[config.mk]
export PLATFORM = sky130hd
export DESIGN_NAME = chan_cfg_sequencer
export DESIGN_NICKNAME = d
export VERILOG_FILES = /design/src/rtl/chan_cfg_pkg.sv /design/src/rtl/chan_cfg_drain_timer.sv /design/src/rtl/chan_cfg_sequencer.sv
export SDC_FILE = /design/constraint.sdc
export NUM_CORES = 1
export LEC_CHECK = 0
export BUFFER_PORTS_ARGS = -buffer_cell sky130_fd_sc_hd__buf_4
export CORE_MARGIN = 5
export CORE_UTILIZATION = 50
export DETAILED_ROUTE_END_ITERATION = 10
export PLACE_DENSITY = 0.84
export SLEW_MARGIN = 20
export SYNTH_ARGS = -nofsm -noshare
export SYNTH_HDL_FRONTEND = slang
export SYNTH_SLANG_ARGS = --single-unit
[constraint.sdc]
create_clock -name ce_clk -period 5.63 [get_ports ce_clk]
set_clock_uncertainty 0.15 [all_clocks]
set_input_delay 0.8445 -clock ce_clk [delete_from_list [all_inputs] [get_ports ce_clk]]
set_output_delay 0.8445 -clock ce_clk [all_outputs]
set_load 0.01 [all_outputs]
[src/rtl/chan_cfg_pkg.sv]
// chan_cfg_pkg: shared types and constants for the channelizer settings sequencer.
//   - cfg_state_e : reload FSM state encoding (value also reported in status)
//   - Sr*         : default settings-bus addresses
//   - Status*Lsb  : field offsets inside the 32-bit status word
package chan_cfg_pkg;

  typedef enum logic [1:0] {
    StIdle   = 2'd0,
    StDrain  = 2'd1,
    StLoad   = 2'd2,
    StCommit = 2'd3
  } cfg_state_e;

  localparam logic [7:0] SrCfgCtrl    = 8'd140;
  localparam logic [7:0] SrCoefData   = 8'd141;
  localparam logic [7:0] SrCoefCommit = 8'd142;

  localparam int unsigned StatusTapLsb    = 0;
  localparam int unsigned StatusStateLsb  = 16;
  localparam int unsigned StatusErrCntLsb = 24;

endpackage

[src/rtl/chan_cfg_drain_timer.sv]
// chan_cfg_drain_timer: load/count/expire counter bounding the DRAIN wait.
// Ports:
//   clk, rst_n : clock, asynchronous active-low reset
//   load       : clear the count (held while not draining)
//   count      : advance one cycle of waiting
//   expired    : high in the cycle that completes Limit counted cycles
module chan_cfg_drain_timer
  import chan_cfg_pkg::*;
#(
  parameter int unsigned Limit = 4096
) (
  input  logic clk,
  input  logic rst_n,
  input  logic load,
  input  logic count,
  output logic expired
);

  localparam int unsigned CntW = $clog2(Limit + 1);

  logic [CntW-1:0] cnt_q, cnt_d;

  assign expired = count && (cnt_q == CntW'(Limit - 1));

  always_comb begin
    cnt_d = cnt_q;
    if (load || expired) begin
      cnt_d = '0;
    end else if (count) begin
      cnt_d = cnt_q + 1'b1;
    end
  end

  always_ff @(posedge clk or negedge rst_n) begin
    if (!rst_n) begin
      cnt_q <= '0;
    end else begin
      cnt_q <= cnt_d;
    end
  end

endmodule

[src/rtl/chan_cfg_sequencer.sv]
// chan_cfg_sequencer: settings-bus controller in front of the channelizer.
// Forwards host settings writes, and on command gates the sample stream, drains it,
// reloads the polyphase coefficient table from s_coef_* and commits it.
// Ports:
//   ce_clk, ce_rst_n                      : clock, asynchronous active-low reset
//   set_stb/set_addr/set_data             : host settings bus in
//   chan_set_stb/chan_set_addr/chan_set_data : registered settings bus to the channelizer
//   s_coef_tdata/tvalid/tlast/tready      : coefficient stream
//   chan_idle                             : channelizer has nothing in flight
//   data_gate, busy, done, err, status    : control / status outputs
// Build option: define CHAN_CFG_TIMEOUT_EN to abort DRAIN after DRAIN_TIMEOUT cycles.
module chan_cfg_sequencer
  import chan_cfg_pkg::*;
#(
  parameter int unsigned NUM_TAPS       = 1024,
  parameter int unsigned COEF_W         = 18,
  parameter logic [7:0]  SR_CFG_CTRL    = SrCfgCtrl,
  parameter logic [7:0]  SR_COEF_DATA   = SrCoefData,
  parameter logic [7:0]  SR_COEF_COMMIT = SrCoefCommit,
  parameter int unsigned DRAIN_TIMEOUT  = 4096
) (
  input  logic        ce_clk,
  input  logic        ce_rst_n,
  input  logic        set_stb,
  input  logic [7:0]  set_addr,
  input  logic [31:0] set_data,
  output logic        chan_set_stb,
  output logic [7:0]  chan_set_addr,
  output logic [31:0] chan_set_data,
  input  logic [31:0] s_coef_tdata,
  input  logic        s_coef_tvalid,
  input  logic        s_coef_tlast,
  output logic        s_coef_tready,
  input  logic        chan_idle,
  output logic        data_gate,
  output logic        busy,
  output logic        done,
  output logic        err,
  output logic [31:0] status
);

  localparam int unsigned IDX_W = $clog2(NUM_TAPS);

  cfg_state_e  state_q, state_d;
  logic [15:0] tap_q, tap_d;
  logic [7:0]  err_cnt_q, err_cnt_d;
  logic        stb_q, stb_d;
  logic [7:0]  addr_q, addr_d;
  logic [31:0] data_q, data_d;
  logic        done_q, done_d;
  logic        err_q, err_d;

  logic        ctrl_wr, host_fwd, start, abort, beat, drain_expired, raise_err;
  logic [31:0] coef_word;

  assign ctrl_wr  = set_stb && (set_addr == SR_CFG_CTRL);
  assign host_fwd = set_stb && (set_addr != SR_CFG_CTRL);
  assign start    = ctrl_wr && set_data[0];
  assign abort    = ctrl_wr && set_data[1];

  // Host writes own the channelizer port, so the stream stalls while one is pending.
  assign s_coef_tready = (state_q == StLoad) && !host_fwd;
  assign beat          = s_coef_tvalid && s_coef_tready;

  always_comb begin
    coef_word                      = '0;
    coef_word[COEF_W-1:0]          = s_coef_tdata[COEF_W-1:0];
    coef_word[COEF_W +: IDX_W]     = tap_q[IDX_W-1:0];
  end

`ifdef CHAN_CFG_TIMEOUT_EN
  chan_cfg_drain_timer #(
    .Limit (DRAIN_TIMEOUT)
  ) u_drain_timer (
    .clk     (ce_clk),
    .rst_n   (ce_rst_n),
    .load    (state_q != StDrain),
    .count   ((state_q == StDrain) && !chan_idle),
    .expired (drain_expired)
  );
`else
  assign drain_expired = 1'b0;
`endif

  always_comb begin
    state_d   = state_q;
    tap_d     = tap_q;
    err_cnt_d = err_cnt_q;
    stb_d     = 1'b0;
    addr_d    = addr_q;
    data_d    = data_q;
    done_d    = 1'b0;
    err_d     = 1'b0;
    raise_err = 1'b0;

    if (host_fwd) begin
      stb_d  = 1'b1;
      addr_d = set_addr;
      data_d = set_data;
    end

    unique case (state_q)
      StIdle: begin
        if (start) begin
          state_d = StDrain;
          tap_d   = '0;
        end
      end
      StDrain: begin
        if (abort || drain_expired) begin
          state_d   = StIdle;
          raise_err = 1'b1;
        end else if (chan_idle) begin
          state_d = StLoad;
        end
      end
      StLoad: begin
        if (beat) begin
          stb_d  = 1'b1;
          addr_d = SR_COEF_DATA;
          data_d = coef_word;
          tap_d  = tap_q + 16'd1;
          if (tap_q == 16'(NUM_TAPS - 1)) begin
            state_d = StCommit;
          end else if (s_coef_tlast) begin
            state_d   = StIdle;
            raise_err = 1'b1;
          end
        end
        if (abort) begin
          state_d   = StIdle;
          raise_err = 1'b1;
        end
      end
      StCommit: begin
        if (abort) begin
          state_d   = StIdle;
          raise_err = 1'b1;
        end else if (!host_fwd) begin
          stb_d   = 1'b1;
          addr_d  = SR_COEF_COMMIT;
          data_d  = 32'(NUM_TAPS);
          done_d  = 1'b1;
          state_d = StIdle;
        end
      end
      default: state_d = StIdle;
    endcase

    if (raise_err) begin
      err_d = 1'b1;
      if (err_cnt_q != 8'hFF) begin
        err_cnt_d = err_cnt_q + 8'd1;
      end
    end
  end

  always_ff @(posedge ce_clk or negedge ce_rst_n) begin
    if (!ce_rst_n) begin
      state_q   <= StIdle;
      tap_q     <= '0;
      err_cnt_q <= '0;
      stb_q     <= 1'b0;
      addr_q    <= '0;
      data_q    <= '0;
      done_q    <= 1'b0;
      err_q     <= 1'b0;
    end else begin
      state_q   <= state_d;
      tap_q     <= tap_d;
      err_cnt_q <= err_cnt_d;
      stb_q     <= stb_d;
      addr_q    <= addr_d;
      data_q    <= data_d;
      done_q    <= done_d;
      err_q     <= err_d;
    end
  end

  assign chan_set_stb  = stb_q;
  assign chan_set_addr = addr_q;
  assign chan_set_data = data_q;
  assign done          = done_q;
  assign err           = err_q;
  assign busy          = (state_q != StIdle);
  assign data_gate     = (state_q != StIdle);

  always_comb begin
    status                               = '0;
    status[StatusErrCntLsb +: 8]         = err_cnt_q;
    status[StatusStateLsb +: 2]          = state_q;
    status[StatusTapLsb +: 16]           = tap_q;
  end

  // Coefficient bits above COEF_W and control bits above [1] carry no meaning.
  logic unused_bits;
  assign unused_bits = ^{s_coef_tdata[31:COEF_W], set_data[31:2]};

endmodule

After elaboration in Yosys (flattened, before gate mapping)
Cells that the tools add are included.
{"block": "classes", "eq_ne": 13, "n_reduce_logical": 14, "n_mux": 38, "add_sub_neg": 2}
{"cell": "$mux 32", "count": 4}
{"cell": "$pmux 32 s2", "count": 1}
{"cell": "$mux 16", "count": 2}
{"cell": "$mux 8", "count": 4}
{"cell": "$pmux 16 s2", "count": 1}
{"cell": "$mux 2", "count": 9}
{"cell": "$add 16x1->16 const B", "count": 1}
{"cell": "$eq 16x10->1 const B", "count": 1}
{"cell": "$ne 8x8->1 const B", "count": 2}
{"cell": "$pmux 8 s2", "count": 1}
{"cell": "$mux 1", "count": 13}
{"cell": "$ne 3x3->1 const B", "count": 3}
{"cell": "$add 8x1->8 const B", "count": 1}
{"cell": "$eq 8x8->1 const B", "count": 1}
{"cell": "$pmux 2 s4", "count": 1}
{"cell": "$logic_and 1x1->1", "count": 6}
{"cell": "$reduce_and 5->1", "count": 1}
{"cell": "$eq 2x2->1 const B", "count": 2}
{"cell": "$ne 2x2->1 const B", "count": 2}
{"cell": "$ne 4x3->1 const B", "count": 1}
{"cell": "$pmux 1 s2", "count": 2}
{"cell": "$reduce_bool 2->1", "count": 2}
{"cell": "$reduce_and 3->1", "count": 1}
{"cell": "$eq 2x1->1 const B", "count": 1}
{"cell": "other kinds (4)", "count": 4}
{"block": "word_totals", "regBits": 69, "inputBits": 78, "out_inout_bits": 78}

Logic depth before layout (Yosys ltp)
{"block": "depth", "word_depth": 9, "ltp_mapped": 9}

Least setup slack after synthesis
Ideal clock, no wire load.
{"block": "synth_path", "path_type": "input -> output", "start": "in set_stb", "end": "out s_coef_tready", "n_path_buf": 3, "required_time_ns": 4.635, "slack_ns": 2.591, "t_arrival_ns": 2.045, "cell_stages": 5, "path_cell_list": "clkbuf_1 a21boi_1 clkbuf_1 buf_2 nor2_1"}
{"block": "synth_via", "elab_chain_len": 3}
{"item": "from (decl)", "line_no": "chan_cfg_sequencer.sv:24", "rtl": "input logic set_stb,"}
{"item": "$logic_and 1x1->1", "line_no": "chan_cfg_sequencer.sv:57", "rtl": "assign host_fwd = set_stb && (set_addr != SR_CFG_CTRL);"}
{"item": "$logic_not 1->1"}
{"item": "$logic_and 1x1->1", "line_no": "chan_cfg_sequencer.sv:62", "rtl": "assign s_coef_tready = (state_q == StLoad) && !host_fwd;"}
{"item": "to (decl)", "line_no": "chan_cfg_sequencer.sv:33", "rtl": "output logic s_coef_tready,"}
Every way passes these cells.

Worst setup path in the final report
{"block": "layout_path", "start": "in set_addr[2]", "end": "out s_coef_tready"}
{"block": "layout_via", "elab_chain_len": 4}
{"item": "from (decl)", "line_no": "chan_cfg_sequencer.sv:25", "rtl": "input logic [7:0] set_addr,"}
{"item": "$ne 8x8->1", "line_no": "chan_cfg_sequencer.sv:57"}
{"item": "$logic_and 1x1->1", "line_no": "chan_cfg_sequencer.sv:57"}
{"item": "$logic_not 1->1"}
{"item": "$logic_and 1x1->1", "line_no": "chan_cfg_sequencer.sv:62"}
Every way passes these cells.

==> results.toml <==
[sta]
finalHoldViolCount = 0
setup_slack_ns = 2.38
relSlewSlack_pct = 34.6
fin_crit_ns = 3.25
final.period_utilization_pct = 57.8
drv_slew = 0
rsz0062_at_grt = "no"
tns_ns = 0
setup_viol = 0
fmax_ghz = 0.307
worst_pin_slew_ns = 0.977

[placed_design]
portBuffers = 135
dp.cells = 565
placed_area_sq_mm = 0.00455
dp_slack_ns = 2.24
dp_hpwl_um = 7100
place_congestion = 0.843

[synth]
ys_async_sr_fraction_pct = 100
synth_edf_count = 0
synth_cells = 357
avgSynthCellArea_sq_um = 9.87
synthTopCellsByArea = "dfrtp_1, mux2i_1, nand2_1"
synthDistinctLibCells = 49
yosys.area.top_type = "dfrtp_1"
syn_area_sq_mm = 0.00352
synth-seq-cells = 69
synth-main-ff-cell = "dfrtp_1"
synth_warnings = 0
ys_seq_area_share_pct = 49.0
yosysTopAreaCellShare_pct = 49.0

[floorplan]
row_count = 30
dieArea_sq_mm = 0.00883
num_io_pins = 156
initial_core_util_pct = 51.6
die_x_um = 93.9
core_sq_mm = 0.00683
die_y_um = 93.9

[min_path]
hold_path_class = "register to register"

[clock_network]
cts-root-buf = "clkbuf_8"
path_clk_slew_ns = 0.07
cts_buffers = 9
cts_tree = "built"
holdBufCountCts = 0
cts_setup_buffers = 0
post_cts_resized = 0
clk_latency_ns = 0.34
clockBufferDepth = 2
htreeDepth = 3
cts_sinks = 69

[setup_path]
slowest_stage = "a21boi_4"
path_max_fanout = 26
path_class = "primary input to primary output"
startpoint_type = "primary input"
path_buf_inv = 2
crit_family = "compound AO/OA/AOI/OAI gates"
slowest_delay_ns = 0.71
critPathMostFrequentCell = "buf_4"
worstPathCellList = "buf_4, and4bb_2, a21boi_4, nor2_1, buf_4"
crit_required_ns = 4.64
critPathCaptureType = "primary output"
crit_arrival_ns = 2.26

[power_and_ir_drop]
power.leakage_nw = 2.24
ir_worst_vdd_uv = 259
p_per_area_mw_per_mm2 = 355

[route]
routed_wl_um = 9820
ant_nets = 0
first_iter_violations = 131
drc = 0
wl_per_cell_um = 16.9
first_pass_iters = 4
vias_per_cell = 5.39
via_count = 3139

[grt]
grt_max_degree = 70
grt_antenna_before_repair = 0
gr-usage-all-layers_pct = 22.6
grt_pass1_vias = 3166
overflow = 0
grt_pass1_wl_um = 15700

[finish]
finish.net_count = 561
n_antenna_cell = 0
syn_to_final_growth_pct = 35.7
mostFrequentLayoutCell = "buf_4"
final_core_util_pct = 70.0
drive_gt1_share_pct = 34.2
final_cells = 582
final_cell_mix = "buf_4, dfrtp_1, nand2_1"
fin_area_sq_mm = 0.00478

[status]
status = "completed"

[flow_run]
cap_violations = 0
[state kept, by name, indices dropped and copies added (netlist names)]
name and cells:
chan_set_addr 8, chan_set_data 32, chan_set_stb 1, done 1
err 1, err_cnt_q 8, state_q 2, tap_q 16
[area by class of cell]
class                           count  area (sq um)
Tap cell                           96           120
Sequential cell                    69          1730
Multi-Input combinational cell    255          1640
Clock inverter                      5          58.8
Timing Repair Buffer              139          1060
Clock buffer                       11           151
Fill cell                         536          2050
Inverter                            7          26.3
[Yosys cell counts (7+ instances only)]
cell	instances
xor2_1	8
nand3_1	11
o31ai_1	28
nor4_1	13
mux2i_1	27
nand4_1	9
clkbuf_1	11
dfrtp_1	69
nand2_1	58
a21oi_1	13
inv_1	7
xnor2_1	11
buf_2	9
nor2_1	23
buf_4	8
[routing by layer]
layer | vias to the layer above | share of wire, % | GRT usage (%)
met1 | 1513 | 42 | 28.1
li1 | 1503 | - | -
met5 | - | 0 | 0
met2 | 114 | 49 | 37.2
met4 | 0 | 0.87 | 6.26
met3 | 9 | 8.4 | 8.01
[cell families after synthesis]
kind of cell	count (synthesis)	synth area share (%)
and+or+nand+nor	143	21.0
DFF	69	49.0
AOI/OAI and AO/OA	57	11.0
buffers and inverters	38	5.43
muxes	28	7.99
xor gates and xnor gates	19	4.72
adders and majority gates	2	0.710
other	1	0.106
[report_power, final]
group	switching, mW	total [mW]	internal [mW]
combinational	0.293	0.575	0.282
sequential	0.0978	0.701	0.603
clock	0.195	0.423	0.229
[per-stage QoR]
step	hold WS, ns	power (mW)
3_5_place_dp	0.333	1.29
6_report	0.345	1.70
5_1_grt	0.369	1.81
3_3_place_gp	0.329	1.26
2_1_floorplan	0.372	0.987
4_1_cts	0.352	1.71
[path summary, 6_finish.rpt]
kind,start,to,slack (ns),cells past startpoint
min in group asynchronous,ce_rst_n,chan_set_data[14],0.45,1
worst min-delay path,err_cnt_q[6],err_cnt_q[6],0.34,1
max in group asynchronous,ce_rst_n,err_cnt_q[1],4.27,1
worst max register to register,tap_q[1],err_cnt_q[1],3.09,6
worst min register to register,err_cnt_q[6],err_cnt_q[6],0.34,1
worst max-delay path,set_addr[2],s_coef_tready,2.38,5
No activity file was read; power rests on OpenSTA's default activity.
